File: src/rtl/blackjack_pkg.sv
// Shared types for the blackjack UI: FSM states and button codes.
// Also holds the fixed-priority request encoder used by the button event generator.
package blackjack_pkg;

    typedef enum logic [1:0] {
        StIdle        = 2'd0,
        StArming      = 2'd1,
        StFire        = 2'd2,
        StWaitRelease = 2'd3
    } btn_state_e;

    typedef enum logic [1:0] {
        BtnNone  = 2'd0,
        BtnDeal  = 2'd1,
        BtnHit   = 2'd2,
        BtnStand = 2'd3
    } button_e;

    // Fixed priority: deal > hit > stand.
    function automatic button_e req_encode(input logic deal, input logic hit, input logic stand);
        if (deal) begin
            return BtnDeal;
        end else if (hit) begin
            return BtnHit;
        end else if (stand) begin
            return BtnStand;
        end
        return BtnNone;
    endfunction

endpackage

File: src/rtl/button_event_gen.sv
// Turns held button-click levels into single-cycle events: a press must be held for
// HOLD_CYCLES, and all buttons must be released for RELEASE_CYCLES before re-arming.
module button_event_gen
    import blackjack_pkg::*;
#(
    parameter int unsigned HOLD_CYCLES    = 65000,
    parameter int unsigned RELEASE_CYCLES = 65000
) (
    input  logic clk,
    input  logic rst,
    input  logic deal,
    input  logic hit,
    input  logic stand,
    output logic deal_pulse,
    output logic hit_pulse,
    output logic stand_pulse,
    output logic busy
);

    localparam int unsigned MaxCycles = (HOLD_CYCLES > RELEASE_CYCLES) ? HOLD_CYCLES
                                                                        : RELEASE_CYCLES;
    localparam int unsigned CntW      = $clog2(MaxCycles + 1);

    localparam logic [CntW-1:0] HoldLast = CntW'(HOLD_CYCLES - 1);
    localparam logic [CntW-1:0] RelLast  = CntW'(RELEASE_CYCLES - 1);

    btn_state_e      r_state;
    btn_state_e      w_state_next;
    button_e         r_cand;
    button_e         w_cand_next;
    logic [CntW-1:0] r_hold_cnt;
    logic [CntW-1:0] w_hold_next;
    logic [CntW-1:0] r_rel_cnt;
    logic [CntW-1:0] w_rel_next;
    logic            r_deal_pulse;
    logic            r_hit_pulse;
    logic            r_stand_pulse;
    logic            r_busy;

    button_e         w_req;
    logic [CntW-1:0] w_hold_inc;
    logic [CntW-1:0] w_rel_inc;
    logic            w_fire_next;

    assign w_req = req_encode(deal, hit, stand);

    // Saturating increments: counters hold at all-ones instead of wrapping.
    assign w_hold_inc = (r_hold_cnt == '1) ? r_hold_cnt : r_hold_cnt + CntW'(1);
    assign w_rel_inc  = (r_rel_cnt == '1) ? r_rel_cnt : r_rel_cnt + CntW'(1);

    always_comb begin
        w_state_next = r_state;
        w_cand_next  = r_cand;
        w_hold_next  = r_hold_cnt;
        w_rel_next   = r_rel_cnt;

        unique case (r_state)
            StIdle: begin
                if (w_req != BtnNone) begin
                    w_cand_next  = w_req;
                    w_hold_next  = '0;
                    w_state_next = StArming;
                end
            end
            StArming: begin
                if (w_req == BtnNone) begin
                    w_state_next = StIdle;
                end else if (w_req != r_cand) begin
                    w_cand_next = w_req;
                    w_hold_next = '0;
                end else if (r_hold_cnt == HoldLast) begin
                    w_state_next = StFire;
                end else begin
                    w_hold_next = w_hold_inc;
                end
            end
            StFire: begin
                w_rel_next   = '0;
                w_state_next = StWaitRelease;
            end
            StWaitRelease: begin
                if (w_req != BtnNone) begin
                    w_rel_next = '0;
                end else if (r_rel_cnt == RelLast) begin
                    w_state_next = StIdle;
                end else begin
                    w_rel_next = w_rel_inc;
                end
            end
            default: begin
                w_state_next = StIdle;
            end
        endcase
    end

    // Pulses are registered off the next state so they line up with the FIRE cycle.
    assign w_fire_next = (w_state_next == StFire);

    always_ff @(posedge clk) begin
        if (rst) begin
            r_state       <= StIdle;
            r_cand        <= BtnNone;
            r_hold_cnt    <= '0;
            r_rel_cnt     <= '0;
            r_deal_pulse  <= 1'b0;
            r_hit_pulse   <= 1'b0;
            r_stand_pulse <= 1'b0;
            r_busy        <= 1'b0;
        end else begin
            r_state       <= w_state_next;
            r_cand        <= w_cand_next;
            r_hold_cnt    <= w_hold_next;
            r_rel_cnt     <= w_rel_next;
            r_deal_pulse  <= w_fire_next && (w_cand_next == BtnDeal);
            r_hit_pulse   <= w_fire_next && (w_cand_next == BtnHit);
            r_stand_pulse <= w_fire_next && (w_cand_next == BtnStand);
            r_busy        <= (w_state_next != StIdle);
        end
    end

    assign deal_pulse  = r_deal_pulse;
    assign hit_pulse   = r_hit_pulse;
    assign stand_pulse = r_stand_pulse;
    assign busy        = r_busy;

endmodule

File: config.mk
export PLATFORM = sky130hd
export DESIGN_NAME = button_event_gen
export DESIGN_NICKNAME = d
export VERILOG_FILES = /design/src/rtl/blackjack_pkg.sv /design/src/rtl/button_event_gen.sv
export SDC_FILE = /design/constraint.sdc
export NUM_CORES = 1
export LEC_CHECK = 0
export ABC_AREA = 1
export CORE_MARGIN = 10
export CORE_UTILIZATION = 45
export DETAILED_ROUTE_END_ITERATION = 10
export DONT_BUFFER_PORTS = 1
export GPL_TIMING_DRIVEN = 0
export PLACE_DENSITY = 0.63
export SLEW_MARGIN = 10
export SYNTH_ARGS = -nofsm -noshare
export SYNTH_HDL_FRONTEND = slang
export SYNTH_SLANG_ARGS = --single-unit
File: constraint.sdc
create_clock -name clk -period 2.1 [get_ports clk]
set_clock_uncertainty 0.2 [all_clocks]
set_input_delay 0.105 -clock clk [delete_from_list [all_inputs] [get_ports clk]]
set_output_delay 0.105 -clock clk [all_outputs]
set_load 0.02 [all_outputs]
# Word-level counts from Yosys, hierarchy flattened
# Cells that the tools add are included.
# W data, S select, Z words.
# totals
reg_bits	40
input_bits	5
# op_classes
addsub	2
n_eq_ne	18
muxes	28
n_reduce_logical	11
# op_table
op	count
$mux W16	8
$eq A16 B16 Y1 const B	4
$pmux W16 S2	2
$add A16 B1 Y16 const B	2
$mux W2	13
$ne A3 B3 Y1 const B	4
$eq A2 B2 Y1 const B	5
$pmux W2 S4	1
$reduce_bool A2 Y1	4
$reduce_and A5 Y1	1
$eq A2 B1 Y1 const B	2
$logic_not A2 Y1	2
$ne A2 B2 Y1 const B	2
$pmux W2 S2	1
$logic_and A1 B1 Y1	3
$mux W1	3
$reduce_and A3 Y1	1
$ne A2 B2 Y1	1

# Logic depth before layout (Yosys ltp)
# Gate-level depths: netlist of the first run.
# logic_depth
depth_word	10
ltp_mapped	12
ltp_nobuf	12

# Least setup slack after synthesis of the first run
# No wires, ideal clock.
# synth_path
path_kind	register to register
startpoint	register r_rel_cnt[0]
endpoint	register r_rel_cnt[8]
arrival_ns	1.548
t_required_ns	1.830
path_slack_ns	0.282
stages_incl_launch_ff	12
period_less_slack_ns	1.818
path_cell_list	dfxtp_1 ha_1 nand2_1 inv_2 nand2_1 nor2_1 nand3_2 nand2_2 nand2_4 nand2_4 nand2_1 a21oi_1
# synth_between
elab_chain_len	5
word_cells_on_any_way	10
classes_between	1 x add/sub; 4 x eq/ne; 4 x mux; 1 x reduce/logical
# synth_lines
item	line	source
start, declared	button_event_gen.sv:33	logic [CntW-1:0] r_rel_cnt;
start signal, assigned	button_event_gen.sv:113	r_rel_cnt <= w_rel_next;
$add A16 B1 Y16	button_event_gen.sv:49	assign w_rel_inc = (r_rel_cnt == '1) ? r_rel_cnt : r_rel_cnt + CntW'(1);
$mux W16	button_event_gen.sv:49	
$mux W16	button_event_gen.sv:84	end else if (r_rel_cnt == RelLast) begin
$mux W16	button_event_gen.sv:82	if (w_req != BtnNone) begin
$pmux W16 S2	button_event_gen.sv:57	unique case (r_state)
# Several ways; a longest one is shown, not always the timed one. The select of a mux whose other input is x is not followed.
# A chain may end at the register's enable or synchronous reset.

# Final worst setup path of the first run
# layout_path
startpoint	register r_rel_cnt[0]
endpoint	register r_rel_cnt[3]
# Same word-level chain as after synthesis.

==> impl_metrics.env, run 1 <==
export IMPL_r2r_end="r_rel_cnt[3]"
export IMPL_cp_arrival_ns=1.99
export IMPL_crit_slowest_cell="dfxtp_4"
export IMPL_hold_depth=2
export IMPL_start_util_pct=46.4
export IMPL_min_to="r_hold_cnt[15]"
export IMPL_overflow=0
export IMPL_layout_common_cells="120 x nand2_1, 63 x nand3_1, 56 x nor2_1, 41 x inv_1, 36 x dfxtp_1"
export IMPL_cts_tree="built"
export IMPL_r2r_cells=11
export IMPL_syn_to_final_growth_pct=10.1
export IMPL_cp_common_cell="nand2_1"
export IMPL_synthCells=446
export IMPL_wl_per_cell_um=12.7
export IMPL_cts_buffer_depth=2
export IMPL_finalSetupViolCount=0
export IMPL_antenna_cells=0
export IMPL_seq_area_frac_synth_pct=29.0
export IMPL_power_density_nw_per_um2=547
export IMPL_ys_ff_latch=40
export IMPL_placementRows=28
export IMPL_drtPass1Iterations=4
export IMPL_avgViaCountPerCell=5.14
export IMPL_path_max_fanout=8
export IMPL_tightest_slew_ns=0.526
export IMPL_synth_distinct_cells=33
export IMPL_hold_violations=0
export IMPL_seq_area_um2=811
export IMPL_yosys_warnings=0
export IMPL_h_tree_depth=2
export IMPL_critical_path_endpoint_type="register"
export IMPL_core_um2=5960
export IMPL_maxSlewViolCount=0
export IMPL_grt_pass1_vias=2642
export IMPL_drv_cap=0
export IMPL_root_buffer="clkbuf_8"
export IMPL_fp_dieArea_um2=9670
export IMPL_slew_headroom_pct=64.9
export IMPL_drc=0
export IMPL_num_vias=2733
export IMPL_cts_inserted_buffers=5
export IMPL_total_power_mw=1.66
export IMPL_port_buffer_count=0
export IMPL_die_w_um=98.3
export IMPL_drtIter0Drc=145
export IMPL_path_delay_family="simple AND/OR/NAND/NOR gates"
export IMPL_cts_sinks=40
export IMPL_clkTransAtPathRegs_ns=0.09
export IMPL_period_share_pct=93.7
export IMPL_grt_max_degree=14
export IMPL_hp_class="input pin to register"
export IMPL_syn_cell_area_um2=2760
export IMPL_drive_above_1_share_pct=13.6
export IMPL_power_leakage_nw=1.12
export IMPL_final_core_util_pct=51.0
export IMPL_place_congestion=0.910
export IMPL_dieHeight_um=98.3
export IMPL_critPathBufInv=1
export IMPL_grt_setup_unrepaired="no"
export IMPL_ant_nets=0
export IMPL_status="complete, no violations"
export IMPL_synth_area_per_cell_um2=6.19
export IMPL_fillers=620
export IMPL_peakVddDrop_v=0.000312
export IMPL_cpPeakStageDelay_ns=0.41
export IMPL_final_common_cell="nand2_1"
export IMPL_track_usage_pct=14.5
export IMPL_max_clock_freq_mhz=508
export IMPL_fin_crit_ns=1.97
export IMPL_clock_latency_ns=0.30
export IMPL_antenna_found_initial=0
export IMPL_grt_pass1_wl_mm=12.1
export IMPL_crit_type="register to register"
export IMPL_path_cells="ha_4, nand2_1, inv_2, nand2_1, nor2_1, nand3_2, nand2_2, nand2_4, nand2_4, nand2_1, a21oi_1"
export IMPL_io_pins=9
export IMPL_rrSetupSlack_ns=0.13
export IMPL_wl_mm=6.76
export IMPL_hold_start="rst"
export IMPL_dp_hpwl_mm=5.18
export IMPL_syn_nets=453
export IMPL_fin_nets=463
export IMPL_startpoint="r_rel_cnt[0]"
export IMPL_critPathRequiredTime_ns=2.12
export IMPL_rr_startpoint="r_rel_cnt[0]"
export IMPL_multi_input_area_um2=1730
export IMPL_cp_start_kind="register"
-- flip-flops by register name (all words and copies together), names as in the netlist --
| register | cells |
|---|---|
| r_state | 2 |
| busy | 1 |
| r_hold_cnt | 16 |
| r_cand | 2 |
| hit_pulse | 1 |
| deal_pulse | 1 |
| r_rel_cnt | 16 |
| stand_pulse | 1 |
-- through the flow --
step / worst slack [ns] / std cells / hold WS [ns] / area, um2 / TNS (ns)
finish: 0.132 / 532 / 0.00829 / 3040 / 0
global route: 0.00128 / 532 / 0.0238 / 3040 / 0
CTS: 0.00221 / 532 / 0.00831 / 3000 / 0
detailed placement: -0.110 / 521 / 0.251 / 2860 / -1.06
global placement: -0.0283 / 521 / 0.253 / 2860 / -0.239
floorplan: 0.282 / 446 / 0.213 / 2760 / 0
-- cell families (layout without fill, tap and decap cells) --
kind of cell / count (synthesis) / count (layout) / share of synthesized area [%]
fa+ha+maj: 2 / 2 / 0.906
simple gates: 295 / 295 / 50.8
flops: 40 / 40 / 29.0
compound gates: 39 / 39 / 7.75
buf+inv: 64 / 75 / 9.65
xor+xnor: 6 / 6 / 1.90
-- report_power, final --
| part | internal (mW) | leakage, nW | total, mW | switching [mW] |
|---|---|---|---|---|
| Combinational | 0.0662 | 0.744 | 0.225 | 0.159 |
| Clock | 0.352 | 0.0541 | 0.643 | 0.291 |
| Sequential | 0.776 | 0.326 | 0.796 | 0.0198 |
-- routing by layer --
metal	track usage (%)	share of wire [%]	vias up	wire length (um)
met4	5.51	1.1	0	76
met5	0	0	-	0
met1	18.8	47	1214	3180
met3	2.96	4.7	8	315
li1	-	-	1465	-
met2	23.1	47	46	3180
-- final cells by class --
cell class,instances,area share (%)
plain buffers,14,2.47
flip-flops and latches,40,26.7
clock buffers,5,2.26
repair buffers,4,1.24
clock inverters,3,1.40
multi-input cells,342,56.8
well taps,75,3.09
inverters,49,6.09
-- worst max path at each step --
| stage | endpoint | cells past startpoint |
|---|---|---|
| floorplan | r_rel_cnt[8] | 11 |
| global placement | r_rel_cnt[1] | 11 |
| detailed placement | r_rel_cnt[3] | 11 |
| CTS | r_hold_cnt[3] | 10 |
| global route | r_rel_cnt[2] | 11 |
| finish | r_rel_cnt[3] | 11 |
-- cells in the mapped netlist, drive strengths merged --
cell type | count | area share [%]
a21oi | 30 | 5.8
or2 | 1 | 0.23
nor4 | 1 | 0.23
clkinv | 2 | 0.32
nor2 | 64 | 10
nor3 | 15 | 2.9
nand2 | 129 | 19
o21ai | 6 | 1.1
nand4 | 10 | 2.3
buf | 10 | 2.3
xor2 | 5 | 1.6
xnor2 | 1 | 0.32
o21bai | 3 | 0.82
dfxtp | 40 | 29
clkbuf | 5 | 0.68
ha | 2 | 0.91
and2 | 1 | 0.23
nand3 | 72 | 15
inv | 47 | 6.4
nand3b | 2 | 0.54
-- what timing repair did --
| action | 4_1_cts | 5_1_grt |
|---|---|---|
| hold buffers | 3 | 0 |
| cloned | 0 | 0 |
| endpoints found under the setup margin | 26 | 33 |
| pin swaps | 1 | 2 |
| gates resized for setup | 3 | 11 |
| buffers inserted | 0 | 1 |
| endpoints found under the hold margin | 4 | 0 |
No activity file was read; power rests on OpenSTA's default activity.
==> inputs of run 2 (changes only) <==
--- a/config.mk
+++ b/config.mk
@@ -8,11 +8,11 @@
 export ABC_AREA = 1
 export CORE_MARGIN = 10
 export CORE_UTILIZATION = 45
+export CTS_BUF_LIST = sky130_fd_sc_hd__clkbuf_16
 export DETAILED_ROUTE_END_ITERATION = 10
 export DONT_BUFFER_PORTS = 1
 export GPL_TIMING_DRIVEN = 0
-export PLACE_DENSITY = 0.63
-export SLEW_MARGIN = 10
+export SLEW_MARGIN = 20
 export SYNTH_ARGS = -nofsm -noshare
 export SYNTH_HDL_FRONTEND = slang
 export SYNTH_SLANG_ARGS = --single-unit
==> run 2 against run 1 <==
Die area did not move. Wire length is 4.1% higher. Worst hold slack gained 0.020 ns. Cell count grew 0.38%. Count of clock-buffer cells in the layout unchanged. Final area is 1.9% higher. Sequential power about the same. Utilization rose by 0.99 points. Sequential cell count is the same. First-iteration DRC count up 4.8%.
==> impl_metrics.env, run 2 (same netlist as run 1, synthesis figures left out) <==
export IMPL_status="complete, no violations"
export IMPL_power_leakage_nw=1.17
export IMPL_cts_buffer_depth=2
export IMPL_layout_common_cells="120 x nand2_1, 63 x nand3_1, 56 x nor2_1, 42 x inv_1, 37 x dfxtp_1"
export IMPL_dieHeight_um=98.3
export IMPL_final_common_cell="nand2_1"
export IMPL_antenna_cells=0
export IMPL_setup_tns_ns=0
export IMPL_p_int_mw=1.40
export IMPL_slew_headroom_pct=64.5
export IMPL_fp_dieArea_um2=9670
export IMPL_cts_tree="built"
export IMPL_seq_area_um2=807
export IMPL_p_sw_mw=0.493
export IMPL_drv_cap=0
export IMPL_grt_setup_unrepaired="no"
export IMPL_cpPeakStageDelay_ns=0.42
export IMPL_die_w_um=98.3
export IMPL_port_buffer_count=0
export IMPL_finalSetupViolCount=0
export IMPL_path_cells="ha_4, nand2_1, inv_2, nand2_1, nor2_1, nand3_2, nand2_2, nand2_4, nand2_4, nand2_1, a21oi_1"
export IMPL_cp_common_cell="nand2_1"
export IMPL_grt_max_degree=13
export IMPL_ant_nets=0
export IMPL_drtPass1Iterations=4
export IMPL_io_pins=9
export IMPL_path_delay_family="simple AND/OR/NAND/NOR gates"
export IMPL_grt_pass1_wl_mm=12.2
export IMPL_cts_sinks=40
export IMPL_track_usage_pct=14.8
export IMPL_clock_latency_ns=0.28
export IMPL_cp_arrival_ns=1.95
export IMPL_num_vias=2776
export IMPL_wl_per_cell_um=13.2
export IMPL_crit_slowest_cell="dfxtp_1"
export IMPL_tightest_slew_ns=0.532
export IMPL_grt_pass1_vias=2578
export IMPL_comb_power_share_pct=11.9
export IMPL_drive_above_1_share_pct=13.7
export IMPL_antenna_found_initial=0
export IMPL_place_congestion=0.931
export IMPL_largestRegisters="r_hold_cnt x16, r_rel_cnt x16"
export IMPL_root_buffer="clkbuf_16"
export IMPL_rr_startpoint="r_rel_cnt[1]"
export IMPL_placementRows=28
export IMPL_critPathBufInv=1
export IMPL_crit_type="register to register"
export IMPL_cp_start_kind="register"
export IMPL_final_core_util_pct=52.0
export IMPL_dp_hpwl_mm=5.19
export IMPL_max_clock_freq_mhz=513
export IMPL_peakVddDrop_v=0.000407
export IMPL_critPathRequiredTime_ns=2.10
export IMPL_hp_class="input pin to register"
export IMPL_p_clk_share_pct=45.9
export IMPL_dp_cells=521
export IMPL_core_um2=5960
export IMPL_netSwitchingFraction_pct=26.1
export IMPL_fillers=646
export IMPL_final_cells=534
export IMPL_maxSlewViolCount=0
export IMPL_hold_violations=0
export IMPL_fin_nets=465
export IMPL_h_tree_depth=2
export IMPL_fin_crit_ns=1.95
export IMPL_wl_mm=7.03
export IMPL_clkTransAtPathRegs_ns=0.06
export IMPL_avgViaCountPerCell=5.20
export IMPL_start_util_pct=46.4
export IMPL_cts_inserted_buffers=5
export IMPL_drtIter0Drc=152
export IMPL_overflow=0
export IMPL_hold_start="stand"
export IMPL_power_share_sequential_pct=42.2
export IMPL_startpoint="r_rel_cnt[1]"
export IMPL_multi_input_area_um2=1730
export IMPL_period_share_pct=92.8
export IMPL_syn_to_final_growth_pct=12.2
export IMPL_critical_path_endpoint_type="register"
export IMPL_path_max_fanout=8
export IMPL_power_density_nw_per_um2=610
export IMPL_drc=0
[run 2: final timing paths]
path / to / slack [ns] / cells after the start
worst max-delay path: r_rel_cnt[2] / 0.15 / 11
worst min-delay path: deal_pulse / 0.03 / 5
worst max register to register: r_rel_cnt[2] / 0.15 / 11
worst min register to register: r_hold_cnt[14] / 0.30 / 2
[run 2: worst min-delay path, stage by stage]
cell     delay, ns
inv_1         0.04
nand2_1       0.10
nand3_1       0.09
nand2_1       0.09
nor3_1        0.05
[run 2: layout make-up]
type / instances / area share (%)
buffer: 14 / 2.34
clock buffer: 5 / 4.04
clock inverter: 3 / 1.25
inverter: 49 / 5.98
multi-input combinational: 342 / 55.7
sequential: 40 / 26.1
tap: 75 / 3.03
timing repair buffer: 6 / 1.62
[run 2: repair_timing]
action | CTS | global route
hold buffers | 2 | 0
setup endpoints to repair | 24 | 29
pin swaps | 1 | 3
resized for setup | 4 | 6
setup buffers | 0 | 4
endpoints found under the hold margin | 4 | 0
[run 2: stage by stage]
step / worst slack [ns] / hold WS, ns / power, mW / cell area (um2)
2_1_floorplan: 0.282 / 0.213 / 0.971 / 2760
3_3_place_gp: -0.0167 / 0.253 / 1.03 / 2860
3_5_place_dp: -0.0561 / 0.252 / 1.03 / 2860
4_1_cts: 0.000214 / 0.0244 / 1.90 / 3050
5_1_grt: 0.00370 / 0.0863 / 1.97 / 3100
6_report: 0.152 / 0.0284 / 1.89 / 3100
[run 2: power groups by stage]
stage	sequential (mW)	clock [mW]	combinational, mW
floorplan	0.807	0	0.164
global placement	0.810	0	0.216
detailed placement	0.812	0	0.215
CTS	0.796	0.881	0.219
global route	0.799	0.909	0.257
finish	0.797	0.867	0.225
[run 2: routing by layer]
| layer | up-vias | GRT usage, % | wire (um) |
|---|---|---|---|
| li1 | 1465 | - | - |
| met2 | 59 | 25.3 | 3460 |
| met4 | 0 | 5.95 | 94 |
| met3 | 12 | 2.18 | 279 |
| met1 | 1240 | 18.1 | 3200 |
| met5 | - | 0 | 0 |
==> inputs of run 3 (changes only) <==
--- a/config.mk
+++ b/config.mk
@@ -5,13 +5,14 @@
 export SDC_FILE = /design/constraint.sdc
 export NUM_CORES = 1
 export LEC_CHECK = 0
-export ABC_AREA = 1
 export CORE_MARGIN = 10
 export CORE_UTILIZATION = 45
 export CTS_BUF_LIST = sky130_fd_sc_hd__clkbuf_16
 export DETAILED_ROUTE_END_ITERATION = 10
 export DONT_BUFFER_PORTS = 1
 export GPL_TIMING_DRIVEN = 0
+export MAX_ROUTING_LAYER = met4
+export PLACE_DENSITY = 0.56
 export SLEW_MARGIN = 20
 export SYNTH_ARGS = -nofsm -noshare
 export SYNTH_HDL_FRONTEND = slang
==> run 3 against run 2 <==
The flow now finishes with violations (negative setup slack). Critical path depth shrank 5. Worst hold slack worse by 0.014 ns. Maximum frequency is 12% lower. Clock power down 1%. Largest power group unchanged. Synthesized area shrank 18%. First-iteration DRC count did not move. Wire length shrank 7.5%. Highest routed layer unchanged. Utilization grew 11 points. Via count decreased by 14%. Critical path type unchanged.
==> impl_metrics.env, run 3 <==
export IMPL_hp_class="input pin to register"
export IMPL_p_sw_mw=0.361
export IMPL_p_int_mw=1.35
export IMPL_clock_latency_ns=0.28
export IMPL_core_um2=4790
export IMPL_cts_sinks=40
export IMPL_path_max_fanout=4
export IMPL_drtPass1Iterations=6
export IMPL_fillers=425
export IMPL_num_vias=2379
export IMPL_rr_startpoint="r_hold_cnt[1]"
export IMPL_final_setup_worst_slack_ns=-0.102
export IMPL_antenna_found_initial=0
export IMPL_yosys_area_top_type="dfxtp_1"
export IMPL_slew_headroom_pct=57.6
export IMPL_final_common_cell="a21oi_1"
export IMPL_cpPeakStageDelay_ns=0.52
export IMPL_critPathRequiredTime_ns=2.11
export IMPL_synth_distinct_cells=53
export IMPL_dieHeight_um=90.7
export IMPL_synth_edf_count=0
export IMPL_yosys_top_cells_area="dfxtp_1 36%, a21oi_1 6.4%, nand3_1 4.7%"
export IMPL_hold_start="stand"
export IMPL_seq_area_frac_synth_pct=35.6
export IMPL_rrSetupSlack_ns=-0.10
export IMPL_dp_hpwl_mm=4.18
export IMPL_drc=0
export IMPL_h_tree_depth=2
export IMPL_io_pins=9
export IMPL_ys_ff_latch=40
export IMPL_total_power_mw=1.71
export IMPL_max_clock_freq_mhz=454
export IMPL_finalSetupViolCount=8
export IMPL_multi_input_area_um2=1610
export IMPL_comb_power_share_pct=5.0
export IMPL_drv_cap=0
export IMPL_track_usage_pct=15.5
export IMPL_violations="negative setup slack"
export IMPL_wl_mm=6.51
export IMPL_tightest_slew_ns=0.637
export IMPL_drive_above_1_share_pct=33.8
export IMPL_placementRows=25
export IMPL_status="finished, violations left"
export IMPL_port_buffer_count=0
export IMPL_drtIter0Drc=152
export IMPL_root_buffer="clkbuf_16"
export IMPL_postSynth_asyncResetShare_pct=0
export IMPL_clkTransAtPathRegs_ns=0.06
export IMPL_min_to="r_rel_cnt[14]"
export IMPL_p_clk_share_pct=50.2
export IMPL_grt_pass1_wl_mm=10.4
export IMPL_syn_to_final_growth_pct=33.9
export IMPL_synth_most_common_cell="dfxtp_1"
export IMPL_overflow=0
export IMPL_crit_type="register to register"
export IMPL_fin_crit_ns=2.20
export IMPL_place_congestion=0.804
export IMPL_crit_slowest_cell="or4_4"
export IMPL_syn_cell_area_um2=2250
export IMPL_fin_nets=320
export IMPL_grt_setup_unrepaired="yes"
export IMPL_cp_arrival_ns=2.21
export IMPL_synth_area_per_cell_um2=8.07
export IMPL_synth_flop_cell="dfxtp_1"
export IMPL_place_ws_ns=-0.242
export IMPL_power_share_sequential_pct=44.8
export IMPL_yosys_warnings=0
export IMPL_ys_top_cells_by_count="40 x dfxtp_1, 29 x a21oi_1, 23 x nand2_1"
export IMPL_grt_max_degree=13
export IMPL_synthCells=279
export IMPL_final_core_util_pct=63.0
export IMPL_power_leakage_nw=0.955
export IMPL_hold_depth=4
export IMPL_hold_violations=0
export IMPL_r2r_cells=6
export IMPL_avgViaCountPerCell=6.24
export IMPL_antenna_cells=0
export IMPL_hold_ws_ns=0.0144
export IMPL_cts_inserted_buffers=5
export IMPL_critical_path_endpoint_type="register"
export IMPL_period_share_pct=105
export IMPL_peakVddDrop_v=0.000304
export IMPL_die_w_um=90.7
export IMPL_maxSlewViolCount=0
export IMPL_ant_nets=0
export IMPL_path_cells="ha_4, nand3_2, or4_4, or3_4, or3_1, a21oi_1"
export IMPL_netSwitchingFraction_pct=21.1
export IMPL_r2r_end="r_hold_cnt[12]"
export IMPL_fp_dieArea_um2=8230
export IMPL_cts_buffer_depth=2
export IMPL_syn_nets=286
export IMPL_cp_start_kind="register"
export IMPL_yosysTopAreaCellShare_pct=35.6
export IMPL_seq_area_um2=842
export IMPL_layout_common_cells="27 x a21oi_1, 21 x nand2_1, 20 x buf_4, 19 x dfxtp_1, 17 x nor2_1"
export IMPL_start_util_pct=47.1
export IMPL_cts_tree="built"
export IMPL_grt_pass1_vias=2000
export IMPL_largestRegisters="r_hold_cnt x16, r_rel_cnt x16"
export IMPL_wl_per_cell_um=17.1
export IMPL_power_density_nw_per_um2=567
run 3: worst max path at each step:
stage | start | to | slack, ns | depth (start not counted)
floorplan | r_hold_cnt[0] | r_hold_cnt[12] | -0.05 | 7
global placement | r_hold_cnt[10] | hit_pulse | -0.29 | 5
detailed placement | r_hold_cnt[10] | hit_pulse | -0.24 | 5
CTS | r_hold_cnt[0] | r_hold_cnt[12] | -0.1 | 7
global route | r_hold_cnt[1] | r_hold_cnt[12] | -0.16 | 6
finish | r_hold_cnt[1] | r_hold_cnt[12] | -0.10 | 6
run 3: layer usage:
metal  up-vias  wire length, um  track usage [%]
li1       1154                -                -
met3         7              441             3.82
met4         0               70             4.38
met1      1167             3240             22.7
met5         -                0                -
met2        51             2750             20.0
run 3: area by class of cell:
| cell class | count | area share, % |
|---|---|---|
| Tap cell | 67 | 2.78 |
| Clock buffer | 5 | 4.15 |
| Timing Repair Buffer | 29 | 8.09 |
| Buffer | 9 | 1.91 |
| Inverter | 4 | 0.498 |
| Multi-Input combinational cell | 224 | 53.4 |
| Clock inverter | 3 | 1.29 |
| Sequential cell | 40 | 27.9 |
run 3: cells by family (layout without fill, tap and decap cells):
kind of cell	after synthesis	count (layout)	synth area share (%)
adders and majority gates	2	2	1.11
AOI/OAI and AO/OA	85	85	26.1
buffers and inverters	15	50	2.72
xor gates and xnor gates	2	2	0.778
DFF	40	40	35.6
and+or+nand+nor	135	135	33.8
run 3: power by group through the flow:
stage	combinational (mW)	sequential (mW)	clock, mW
2_1_floorplan	0.0449	0.788	0
3_3_place_gp	0.0582	0.790	0
3_5_place_dp	0.0576	0.790	0
4_1_cts	0.0745	0.766	0.873
5_1_grt	0.0921	0.766	0.899
6_report	0.0850	0.766	0.858
run 3: critical path: cells and delay by family, from the launching register on:
kind | cells | cell delay [ns]
adders and majority gates | 1 | 0.15
DFF | 1 | 0.37
AOI/OAI and AO/OA | 1 | 0.13
and+or+nand+nor | 4 | 1.28
run 3: what timing repair did:
action	CTS	global route
endpoints found under the setup margin	36	37
hold buffers	6	0
endpoints found under the hold margin	16	0
pin swaps	8	20
gates cloned	2	0
buffers inserted	7	14
resized for setup	42	48
run 3: stage by stage:
stage          instance area, um2  std cells  setup TNS (ns)
6_report                     3020        381          -0.294
5_1_grt                      3020        381           -1.29
4_1_cts                      2780        369          -0.448
3_5_place_dp                 2360        346           -4.22
3_3_place_gp                 2360        346           -4.79
2_1_floorplan                2280        279         -0.0540
